==> src/rtl/demux_route_ctrl_pkg.sv <==
// Shared definitions for the demux route controller.
//   state_t       : controller FSM states (IDLE, BURST)
//   DEF_DATA_W    : default data word width
//   DEF_BURST_LEN : default words per round-robin burst
package demux_route_ctrl_pkg;

  typedef enum logic {
    IDLE  = 1'b0,
    BURST = 1'b1
  } state_t;

  localparam int DEF_DATA_W    = 16;
  localparam int DEF_BURST_LEN = 4;

endpackage

==> src/rtl/demux_route_ctrl_if.sv <==
// Source/consumer handshake bundle for the demux route controller.
//   mode, in_data, in_dest, in_valid, in_ready : source side
//   outN_data, outN_valid, outN_ready          : consumer side, N = 0/1
// slave  : controller view
// master : environment view (drives source and consumer ready)
interface demux_route_ctrl_if #(
  parameter int DATA_W = demux_route_ctrl_pkg::DEF_DATA_W
);
  logic              mode;
  logic [DATA_W-1:0] in_data;
  logic              in_dest;
  logic              in_valid;
  logic              in_ready;
  logic [DATA_W-1:0] out0_data;
  logic              out0_valid;
  logic              out0_ready;
  logic [DATA_W-1:0] out1_data;
  logic              out1_valid;
  logic              out1_ready;

  modport slave (
    input  mode, in_data, in_dest, in_valid, out0_ready, out1_ready,
    output in_ready, out0_data, out0_valid, out1_data, out1_valid
  );

  modport master (
    output mode, in_data, in_dest, in_valid, out0_ready, out1_ready,
    input  in_ready, out0_data, out0_valid, out1_data, out1_valid
  );
endinterface

==> src/rtl/demux_route_ctrl_demux.sv <==
// 1-to-2 demux: din goes to dout0 when sel = 0, to dout1 when sel = 1;
// the unselected output is driven to zero.
//   sel   : channel select
//   din   : input word
//   dout0 : channel 0 output
//   dout1 : channel 1 output
module demux_1to2 #(
  parameter int W = 16
) (
  input  logic         sel,
  input  logic [W-1:0] din,
  output logic [W-1:0] dout0,
  output logic [W-1:0] dout1
);
  assign dout0 = sel ? '0  : din;
  assign dout1 = sel ? din : '0;
endmodule

==> src/rtl/demux_route_ctrl_slot.sv <==
// One-word output slot. Load has priority over drain so a same-cycle
// drain+load keeps the slot valid with the new word.
//   clk, rst_n : clock, async active-low reset
//   load       : capture load_data, set valid
//   drain      : consumer took the word; clear data and valid
//   load_data  : word to capture
//   data       : slot word (zero when empty)
//   valid      : slot holds a word
module route_slot #(
  parameter int DATA_W = 16
) (
  input  logic              clk,
  input  logic              rst_n,
  input  logic              load,
  input  logic              drain,
  input  logic [DATA_W-1:0] load_data,
  output logic [DATA_W-1:0] data,
  output logic              valid
);
  logic [DATA_W-1:0] data_d, data_q;
  logic              valid_d, valid_q;

  always_comb begin
    data_d  = data_q;
    valid_d = valid_q;
    if (load) begin
      data_d  = load_data;
      valid_d = 1'b1;
    end else if (drain) begin
      data_d  = '0;
      valid_d = 1'b0;
    end
  end

  always_ff @(posedge clk or negedge rst_n) begin
    if (!rst_n) begin
      data_q  <= '0;
      valid_q <= 1'b0;
    end else begin
      data_q  <= data_d;
      valid_q <= valid_d;
    end
  end

  assign data  = data_q;
  assign valid = valid_q;
endmodule

==> src/rtl/demux_route_ctrl.sv <==
// Demux route controller: steers source words into two one-word output
// slots, either by tag (mode 0) or in round-robin bursts of BURST_LEN
// words (mode 1).
//   clk, rst_n : clock, async active-low reset
//   bus        : source/consumer handshake (slave view)
//   sel        : current target channel (combinational)
//   cnt0, cnt1 : accepted-word counters per channel, wrapping
//   busy       : high while the FSM is in BURST
//
// state | meaning
// IDLE  | between bursts; mode sampled every cycle
// BURST | round-robin burst in progress; mode frozen in mode_q
module demux_route_ctrl
  import demux_route_ctrl_pkg::*;
#(
  parameter int DATA_W    = DEF_DATA_W,
  parameter int BURST_LEN = DEF_BURST_LEN
) (
  input  logic                clk,
  input  logic                rst_n,
  demux_route_ctrl_if.slave   bus,
  output logic                sel,
  output logic [15:0]         cnt0,
  output logic [15:0]         cnt1,
  output logic                busy
);
  localparam logic [7:0] BURST_LEN_C = BURST_LEN[7:0];

  state_t      state_d, state_q;
  logic        mode_d, mode_q;
  logic        rr_ptr_d, rr_ptr_q;
  logic [7:0]  burst_cnt_d, burst_cnt_q;
  logic        busy_d, busy_q;
  logic [15:0] cnt0_d, cnt0_q, cnt1_d, cnt1_q;

  logic              mode_eff, target, accept;
  logic              drain0, drain1;
  logic [DATA_W-1:0] dmx0, dmx1;

  // In IDLE the live mode decides (it is what gets sampled this edge);
  // inside a burst the frozen copy rules.
  assign mode_eff = (state_q == IDLE) ? bus.mode : mode_q;
  assign target   = mode_eff ? rr_ptr_q : bus.in_dest;
  assign sel      = target;

  assign drain0 = bus.out0_valid & bus.out0_ready;
  assign drain1 = bus.out1_valid & bus.out1_ready;

  // Only the target slot gates readiness; never fall back to the other.
  assign bus.in_ready = target ? (~bus.out1_valid | drain1)
                               : (~bus.out0_valid | drain0);
  assign accept = bus.in_valid & bus.in_ready;

  demux_1to2 #(.W(DATA_W)) u_demux (
    .sel   (sel),
    .din   (bus.in_data),
    .dout0 (dmx0),
    .dout1 (dmx1)
  );

  route_slot #(.DATA_W(DATA_W)) u_slot0 (
    .clk       (clk),
    .rst_n     (rst_n),
    .load      (accept & ~target),
    .drain     (drain0),
    .load_data (dmx0),
    .data      (bus.out0_data),
    .valid     (bus.out0_valid)
  );

  route_slot #(.DATA_W(DATA_W)) u_slot1 (
    .clk       (clk),
    .rst_n     (rst_n),
    .load      (accept & target),
    .drain     (drain1),
    .load_data (dmx1),
    .data      (bus.out1_data),
    .valid     (bus.out1_valid)
  );

  always_comb begin
    state_d     = state_q;
    mode_d      = mode_q;
    rr_ptr_d    = rr_ptr_q;
    burst_cnt_d = burst_cnt_q;
    case (state_q)
      IDLE: begin
        mode_d = bus.mode;
        if (accept && bus.mode) begin
          if (BURST_LEN > 1) begin
            state_d     = BURST;
            burst_cnt_d = 8'd1;
          end else begin
            rr_ptr_d = ~rr_ptr_q;
          end
        end
      end
      BURST: begin
        if (accept) begin
          if (burst_cnt_q + 8'd1 == BURST_LEN_C) begin
            state_d     = IDLE;
            burst_cnt_d = 8'd0;
            rr_ptr_d    = ~rr_ptr_q;
          end else begin
            burst_cnt_d = burst_cnt_q + 8'd1;
          end
        end
      end
      default: state_d = IDLE;
    endcase
    busy_d = (state_d == BURST);
  end

  always_comb begin
    cnt0_d = cnt0_q;
    cnt1_d = cnt1_q;
    if (accept && !target) cnt0_d = cnt0_q + 16'd1;
    if (accept &&  target) cnt1_d = cnt1_q + 16'd1;
  end

  always_ff @(posedge clk or negedge rst_n) begin
    if (!rst_n) begin
      state_q     <= IDLE;
      mode_q      <= 1'b0;
      rr_ptr_q    <= 1'b0;
      burst_cnt_q <= 8'd0;
      busy_q      <= 1'b0;
      cnt0_q      <= 16'd0;
      cnt1_q      <= 16'd0;
    end else begin
      state_q     <= state_d;
      mode_q      <= mode_d;
      rr_ptr_q    <= rr_ptr_d;
      burst_cnt_q <= burst_cnt_d;
      busy_q      <= busy_d;
      cnt0_q      <= cnt0_d;
      cnt1_q      <= cnt1_d;
    end
  end

  assign busy = busy_q;
  assign cnt0 = cnt0_q;
  assign cnt1 = cnt1_q;
endmodule

==> src/flat_wrapper.sv <==
// flat-port wrapper written by rule: the top's interface ports become plain ports
module demux_route_ctrl_flat import demux_route_ctrl_pkg::*;
#(
  parameter int DATA_W    = DEF_DATA_W,
  parameter int BURST_LEN = DEF_BURST_LEN
)
  (clk, rst_n, sel, cnt0, cnt1, busy, bus_mode, bus_in_data, bus_in_dest, bus_in_valid, bus_out0_ready, bus_out1_ready, bus_in_ready, bus_out0_data, bus_out0_valid, bus_out1_data, bus_out1_valid);
  demux_route_ctrl_if #(.DATA_W(DATA_W)) bus_i ();
  input  logic clk;
  input  logic rst_n;
  output logic sel;
  output logic [15:0] cnt0;
  output logic [15:0] cnt1;
  output logic busy;
  input wire logic [$bits(bus_i.mode)-1:0] bus_mode;
  input wire logic [$bits(bus_i.in_data)-1:0] bus_in_data;
  input wire logic [$bits(bus_i.in_dest)-1:0] bus_in_dest;
  input wire logic [$bits(bus_i.in_valid)-1:0] bus_in_valid;
  input wire logic [$bits(bus_i.out0_ready)-1:0] bus_out0_ready;
  input wire logic [$bits(bus_i.out1_ready)-1:0] bus_out1_ready;
  output wire logic [$bits(bus_i.in_ready)-1:0] bus_in_ready;
  output wire logic [$bits(bus_i.out0_data)-1:0] bus_out0_data;
  output wire logic [$bits(bus_i.out0_valid)-1:0] bus_out0_valid;
  output wire logic [$bits(bus_i.out1_data)-1:0] bus_out1_data;
  output wire logic [$bits(bus_i.out1_valid)-1:0] bus_out1_valid;
  assign bus_i.mode = bus_mode;
  assign bus_i.in_data = bus_in_data;
  assign bus_i.in_dest = bus_in_dest;
  assign bus_i.in_valid = bus_in_valid;
  assign bus_i.out0_ready = bus_out0_ready;
  assign bus_i.out1_ready = bus_out1_ready;
  assign bus_in_ready = bus_i.in_ready;
  assign bus_out0_data = bus_i.out0_data;
  assign bus_out0_valid = bus_i.out0_valid;
  assign bus_out1_data = bus_i.out1_data;
  assign bus_out1_valid = bus_i.out1_valid;
  demux_route_ctrl #(.DATA_W(DATA_W), .BURST_LEN(BURST_LEN)) u_core (.clk(clk), .rst_n(rst_n), .bus(bus_i), .sel(sel), .cnt0(cnt0), .cnt1(cnt1), .busy(busy));
endmodule
==> config.mk <==
export PLATFORM = sky130hd
export DESIGN_NAME = demux_route_ctrl_flat
export DESIGN_NICKNAME = d
export VERILOG_FILES = /design/src/rtl/demux_route_ctrl_pkg.sv /design/src/rtl/demux_route_ctrl_if.sv /design/src/rtl/demux_route_ctrl_demux.sv /design/src/rtl/demux_route_ctrl_slot.sv /design/src/rtl/demux_route_ctrl.sv /design/src/flat_wrapper.sv
export SDC_FILE = /design/constraint.sdc
export NUM_CORES = 1
export LEC_CHECK = 0
export BUFFER_PORTS_ARGS = -buffer_cell sky130_fd_sc_hd__buf_2
export CAP_MARGIN = 20
export CORE_MARGIN = 2
export CORE_UTILIZATION = 56
export CTS_BUF_LIST = sky130_fd_sc_hd__clkbuf_16
export DETAILED_ROUTE_END_ITERATION = 10
export PLACE_DENSITY_LB_ADDON = 0.05
export SLEW_MARGIN = 10
export SYNTH_ARGS = -nofsm -noshare
export SYNTH_HDL_FRONTEND = slang
export SYNTH_SLANG_ARGS = --single-unit
export TNS_END_PERCENT = 30
==> constraint.sdc <==
create_clock -name clk -period 4.4 [get_ports clk]
set_input_delay 0.22 -clock clk [delete_from_list [all_inputs] [get_ports clk]]
set_output_delay 0.22 -clock clk [all_outputs]
set_load 0.05 [all_outputs]
==> results.tsv, run 1 <==
stage	metric	value	unit
critical_path	cp_num_buf_inv	3	
placement	gp_congestion	0.835	
sta	holdWs	0.0277	ns
cts	cts_setup_buffers	0	
power	ir_worst_vdd	560	uV
floorplan	die-area	6490	um^2
cts	clk_transition_reported_paths	0.06	ns
yosys	synth_top_area_share	58.7	%
routing	vias	2488	
critical_path	required	4.18	ns
sta	tightest_slew	1.08	ns
cts	ctsLongestPathBuffers	2	
outcome	status	completed	
cells_and_area	nFillCells	411	
yosys	synth.ff_latch_count	77	
yosys	synth_common_cells	dfrtp_1, a22o_1, xnor2_1	
floorplan	rows	27	
yosys	yosys_most_used_dff	dfrtp_1	
critical_path	r2r_slack	1.52	ns
cts	clock_sinks	77	
yosys	async_flop_share	100	%
critical_path	endpoint_kind	primary output	
power	power.leakage	2.11	nW
yosys	syn_inst	276	
cts	cts-resized-gates	0	
sta	fin_ws	1.39	ns
critical_path	slowest_stage	mux2i_1	
sta	fin_tns_setup	0	ns
cells_and_area	syn_to_final_growth	25.2	%
global_routing	grt_pass1_wl	12000	um
sta	slew_headroom	27.4	%
yosys	synth_largest_area_cell	dfrtp_1	
routing	drtIter0Drc	154	
routing	wl	7440	um
floorplan	num_io_pins	92	
cells_and_area	drive_gt1_share	30.5	%
sta	finClkSkew	0.00693	ns
critical_path	crit_chain	mux2i_1 -> mux2i_2 -> inv_2 -> mux2i_1 -> inv_1 -> buf_2	
cts	cts_root_buffer	clkbuf_16	
critical_path	path_class	reg -> out	
cells_and_area	layout.nets	397	
sta	grt_setup_unrepaired	false	
cts	holdBufCountCts	0	
placement	portBuffers	91	
yosys	yosysWarnings	0	
cts	cts_buffers	9	
flow_run	drv_cap	0	
power	finalPower	3.29	mW
yosys	ys_types	37	
yosys	yosysSeqAreaShare	58.7	%
placement	place_hpwl	5010	um
global_routing	antenna_found_initial	0	
sta	setup_viol	0	
floorplan	die_x	80.6	um
yosys	yosysMostFrequentCell	dfrtp_1	
routing	wl_per_cell	16.7	um
power	p_per_area	801	nW/um^2
yosys	synth_edf_count	0	
cts	h-tree-depth	3	
routing	via_per_inst	5.58	
yosys	syn_area_per_cell	11.9	um^2
global_routing	grt_pass1_vias	2369	
sta	period_share	68.4	%
global_routing	grt_overflow	0	
critical_path	crit_path_start_kind	register	
floorplan	coreArea	5570	um^2
sta	timing.final.max_slew_violations	0	
yosys	synth_area_leaders	dfrtp_1, a22o_1, xnor2_1, nand3_1, nand2_1	
critical_path	slowest_delay	0.61	ns
routing	route.detailed.drc	0	
critical_path	cp_top_family	multiplexers	
cells_and_area	antenna_cells	0	
yosys	syn_area	3280	um^2
floorplan	initial_utilization	58.9	%
routing	ant_nets	0	
cts	insertion_delay	0.32	ns
critical_path	worstPathMaxFanout	14	
cts	cts_tree	built	
min_path	hp-class	in -> async	
routing	firstDrtPassIters	5	
critical_path	cpMostUsedCell	mux2i_1	
floorplan	die_y	80.6	um
global_routing	grtUsageTotal	25.1	%
yosys	synth_nets	303	
global_routing	grt_max_degree	78	
sta	min_period	3.01	ns
critical_path	crit_arrival	2.79	ns
sta	hold_viol	0	
placement	pre_cts_ws	1.57	ns
sta	max_freq	332	MHz
==> state kept, by name, summed over array words and instances (netlist names) <==
name,flops
u_core.cnt0,16
u_core.burst_cnt_q,8
u_core.u_slot1.data,16
u_core.u_slot0.valid,1
u_core.rr_ptr_q,1
u_core.mode_q,1
u_core.u_slot1.valid,1
u_core.state_q,1
u_core.cnt1,16
u_core.u_slot0.data,16
==> kinds of logic after synthesis <==
logic type | share of synthesized area, %
and+or+nand+nor | 13.5
buffers and inverters | 2.40
AOI/OAI and AO/OA | 13.7
xor gates and xnor gates | 8.53
DFF | 58.7
muxes | 1.68
adders and majority gates | 1.52
==> cells in the final DEF (no fill, tap or decap), types with 4 or more instances in the layout <==
master / netlist / layout
a22o_1: 37 / 37
or3_1: 4 / 4
nor2_1: 4 / 4
dfrtp_1: 77 / 77
xor2_1: 8 / 8
xnor2_1: 24 / 24
inv_1: 7 / 8
clkbuf_16: 0 / 9
nor3_1: 6 / 6
buf_4: 0 / 4
nand3_1: 18 / 18
buf_2: 6 / 90
and3_1: 9 / 9
o21ai_0: 7 / 7
nand4_1: 6 / 6
nand2_1: 20 / 20
ha_1: 4 / 4
==> per-layer routing <==
metal,vias to the layer above,track usage (%),routed length [um]
met5,-,0,0
met4,0,9.32,38
met3,5,5.39,465
met2,83,39.0,3580
met1,1210,34.8,3350
li1,1190,-,-
==> power breakdown <==
group | switching [mW] | leakage [nW] | internal, mW
sequential | 0.194 | 0.974 | 0.933
combinational | 1.03 | 0.982 | 0.387
clock | 0.266 | 0.150 | 0.488
==> final timing paths <==
check / from / endpoint / depth (start not counted)
max: u_core.state_q / bus_in_ready / 6
min: rst_n / u_core.burst_cnt_q[2] / 1
max reg2reg: u_core.state_q / u_core.cnt0[5] / 5
min reg2reg: u_core.cnt1[15] / u_core.cnt1[15] / 1
max in group asynchronous: rst_n / u_core.mode_q / 1
min in group clk: bus_in_data[6] / u_core.u_slot0.data[6] / 2
==> stage by stage <==
stage	area (um^2)	util [%]	instances
floorplan	3280	-	276
global placement	3810	68.3	431
detailed placement	3810	68.3	431
CTS	4110	73.8	446
global route	4110	73.8	446
finish	4110	73.8	446
==> cell type report <==
cell class / instances / area [um^2] / area share (%)
Clock buffer: 9 / 225 / 5.48
Clock inverter: 6 / 80.1 / 1.95
Timing Repair Buffer: 94 / 480 / 11.7
Multi-Input combinational cell: 180 / 1280 / 31.1
Tap cell: 72 / 90.1 / 2.19
Sequential cell: 77 / 1930 / 46.9
Inverter: 8 / 30.0 / 0.730
Power figures use the tool's default switching activity.
==> run 2, diff against run 1 <==
- ABC_AREA: default -> 1
- CORE_UTILIZATION: 56 -> 48
- clock period: 4.4 -> 2.6 ns (I/O delays scaled with it)
==> run 2 against run 1 <==
  * The flow now finishes with violations (hold timing)
  * Sequential cell count is the same
  * Critical endpoint is now u_core.cnt0[5]
  * Critical path type is now reg -> reg
  * Core utilization shrank 14 points
  * Combinational power grew 97%
  * Clock skew is essentially flat
  * Synthesized area grew 16%
  * Largest power group unchanged
  * Worst hold slack lost 0.10 ns
==> results.tsv, run 2 <==
stage	metric	value	unit
sta	holdWs	-0.0743	ns
sta	grt_setup_unrepaired	false	
routing	via_per_inst	4.95	
floorplan	coreArea	7690	um^2
critical_path	worstPathMaxFanout	13	
cells_and_area	drive_gt1_share	24.0	%
outcome	violations	hold timing	
routing	wl	8540	um
yosys	syn_area	3800	um^2
routing	firstDrtPassIters	4	
critical_path	endpoint	u_core.cnt0[5]	
sta	fin_tns_setup	0	ns
power	p_per_area	1290	nW/um^2
yosys	synth_edf_count	0	
cts	cts_tree	built	
cells_and_area	layout.nets	567	
sta	slew_headroom	34.5	%
sta	timing.final.max_slew_violations	0	
critical_path	r2r_slack	0.72	ns
placement	pre_cts_ws	0.735	ns
floorplan	initial_utilization	49.4	%
cts	ctsLongestPathBuffers	2	
critical_path	required	2.81	ns
yosys	syn_area_per_cell	8.46	um^2
floorplan	die_x	92.9	um
routing	route.detailed.drc	0	
global_routing	grt_overflow	0	
global_routing	grt_pass1_vias	2938	
sta	min_period	1.88	ns
cts	clk_transition_reported_paths	0.06	ns
cts	clock_sinks	77	
yosys	synth_nets	476	
power	finalPower	5.94	mW
cells_and_area	finalNonFillerCells	647	
cts	h-tree-depth	3	
critical_path	endpoint_kind	register	
yosys	synth_area_leaders	dfrtp_1, nand2_1, nand3_1, inv_1, xor2_1	
floorplan	num_io_pins	92	
yosys	yosys_most_used_dff	dfrtp_1	
critical_path	path_class	reg -> reg	
global_routing	grtUsageTotal	20.5	%
critical_path	crit_path_start	u_core.state_q	
cells_and_area	syn_to_final_growth	21.3	%
placement	portBuffers	91	
yosys	ys_types	29	
critical_path	r2r_end	u_core.cnt0[5]	
flow_run	drv_cap	0	
cells_and_area	final_common_cell	nand2_1	
floorplan	die_y	92.9	um
routing	ant_nets	0	
critical_path	crit_arrival	2.09	ns
floorplan	rows	32	
critical_path	reg2reg_depth	9	
yosys	synth.ff_latch_count	77	
critical_path	crit_path_start_kind	register	
yosys	syn_inst	449	
routing	wl_per_cell	13.2	um
critical_path	r2r-start	u_core.state_q	
sta	period_share	72.3	%
placement	gp_congestion	0.831	
sta	max_freq	532	MHz
placement	dp_cells	631	
sta	setup_viol	0	
yosys	yosysMostFrequentCell	nand2_1	
yosys	synth_top_area_share	50.7	%
power	power.leakage	2.43	nW
global_routing	grt_pass1_wl	13900	um
floorplan	die-area	8640	um^2
min_path	hp-class	in -> async	
sta	fin_ws	0.721	ns
sta	hold_viol	42	
cts	cts_setup_buffers	0	
cts	insertion_delay	0.33	ns
cells_and_area	antenna_cells	0	
sta	finClkSkew	0.00737	ns
sta	tightest_slew	0.982	ns
placement	place_hpwl	6010	um
cts	holdBufCountCts	0	
yosys	async_flop_share	100	%
cts	cts_root_buffer	clkbuf_16	
routing	vias	3205	
yosys	yosysWarnings	0	
global_routing	antenna_found_initial	0	
power	ir_worst_vdd	659	uV
yosys	synth_common_cells	nand2_1, dfrtp_1, inv_1	
yosys	synth_largest_area_cell	dfrtp_1	
outcome	status	finished with violations	
cts	cts_buffers	9	
cells_and_area	final_cell_mix	nand2_1, buf_2, dfrtp_1	
routing	drtIter0Drc	133	
yosys	yosysSeqAreaShare	50.7	%
global_routing	grt_max_degree	78	
cts	cts-resized-gates	0	
-- run 2: cell count changes after synthesis, sizes merged, moves of 9 or more --
cell / before / now
and3: 9 / 0
nor2: 4 / 27
a22o: 37 / 0
xor2: 8 / 21
o21ai: 7 / 44
nand2: 20 / 112
inv: 8 / 60
nand3: 19 / 55
xnor2: 24 / 5
-- run 2: worst min path at each step --
stage,slack (ns),depth (start not counted),endpoint
2_1_floorplan,-0.17,0,u_core.burst_cnt_q[0]
3_3_place_gp,0.35,1,u_core.burst_cnt_q[1]
3_5_place_dp,0.36,1,u_core.burst_cnt_q[3]
5_1_grt,0.06,1,u_core.burst_cnt_q[4]
4_1_cts,0.0006,1,u_core.u_slot0.valid
6_report,-0.07,1,u_core.burst_cnt_q[3]
-- run 2: logic make-up after synthesis --
family          after synthesis  synth area share (%)
buf+inv                      73                  8.30
xor+xnor                     26                  6.00
flops                        77                  50.7
fa+ha+maj                     4                  1.32
simple gates                221                  26.7
compound gates               48                  6.95
-- run 2: worst max-delay path, stage by stage, from the launching register on --
cell     delay, ns
dfrtp_1       0.42
inv_2         0.14
nand2_4       0.07
nand2_2       0.09
nand2_2       0.06
nand2_1       0.07
nand3_2       0.26
inv_1         0.38
nand2_1       0.12
xor2_1        0.15
-- run 2: per-stage QoR --
stage | util [%] | area, um^2 | hold WS (ns)
final | 59.9 | 4610 | -0.0743
after global routing | 59.9 | 4610 | 0.0596
after CTS | 59.9 | 4610 | 0.000574
after detailed placement | 56.0 | 4310 | 0.355
after global placement | 56.0 | 4310 | 0.353
after floorplan | - | 3800 | -0.166
-- run 2: area by class of cell --
| class | instances | area [um^2] |
|---|---|---|
| clock buffer | 9 | 225 |
| clock inverter | 7 | 73.8 |
| fill | 727 | 3080 |
| inverter | 60 | 225 |
| multi-input combinational | 299 | 1560 |
| sequential | 77 | 1930 |
| tap | 102 | 128 |
| timing repair buffer | 93 | 473 |
-- run 2: per-layer routing --
| layer | part of all wire, % | vias to the layer above | global-route usage (%) | routed length [um] |
|---|---|---|---|---|
| met5 | 0 | - | 0 | 0 |
| met4 | 2.6 | 0 | 9.80 | 218 |
| met2 | 47 | 72 | 31.6 | 3980 |
| met3 | 5.1 | 17 | 5.13 | 437 |
| li1 | - | 1625 | - | - |
| met1 | 46 | 1491 | 27.0 | 3910 |
-- run 2: where the power goes --
part	switching (mW)	internal, mW
logic	2.15	0.625
clock network	0.504	0.747
registers	0.322	1.59
total	2.98	2.96
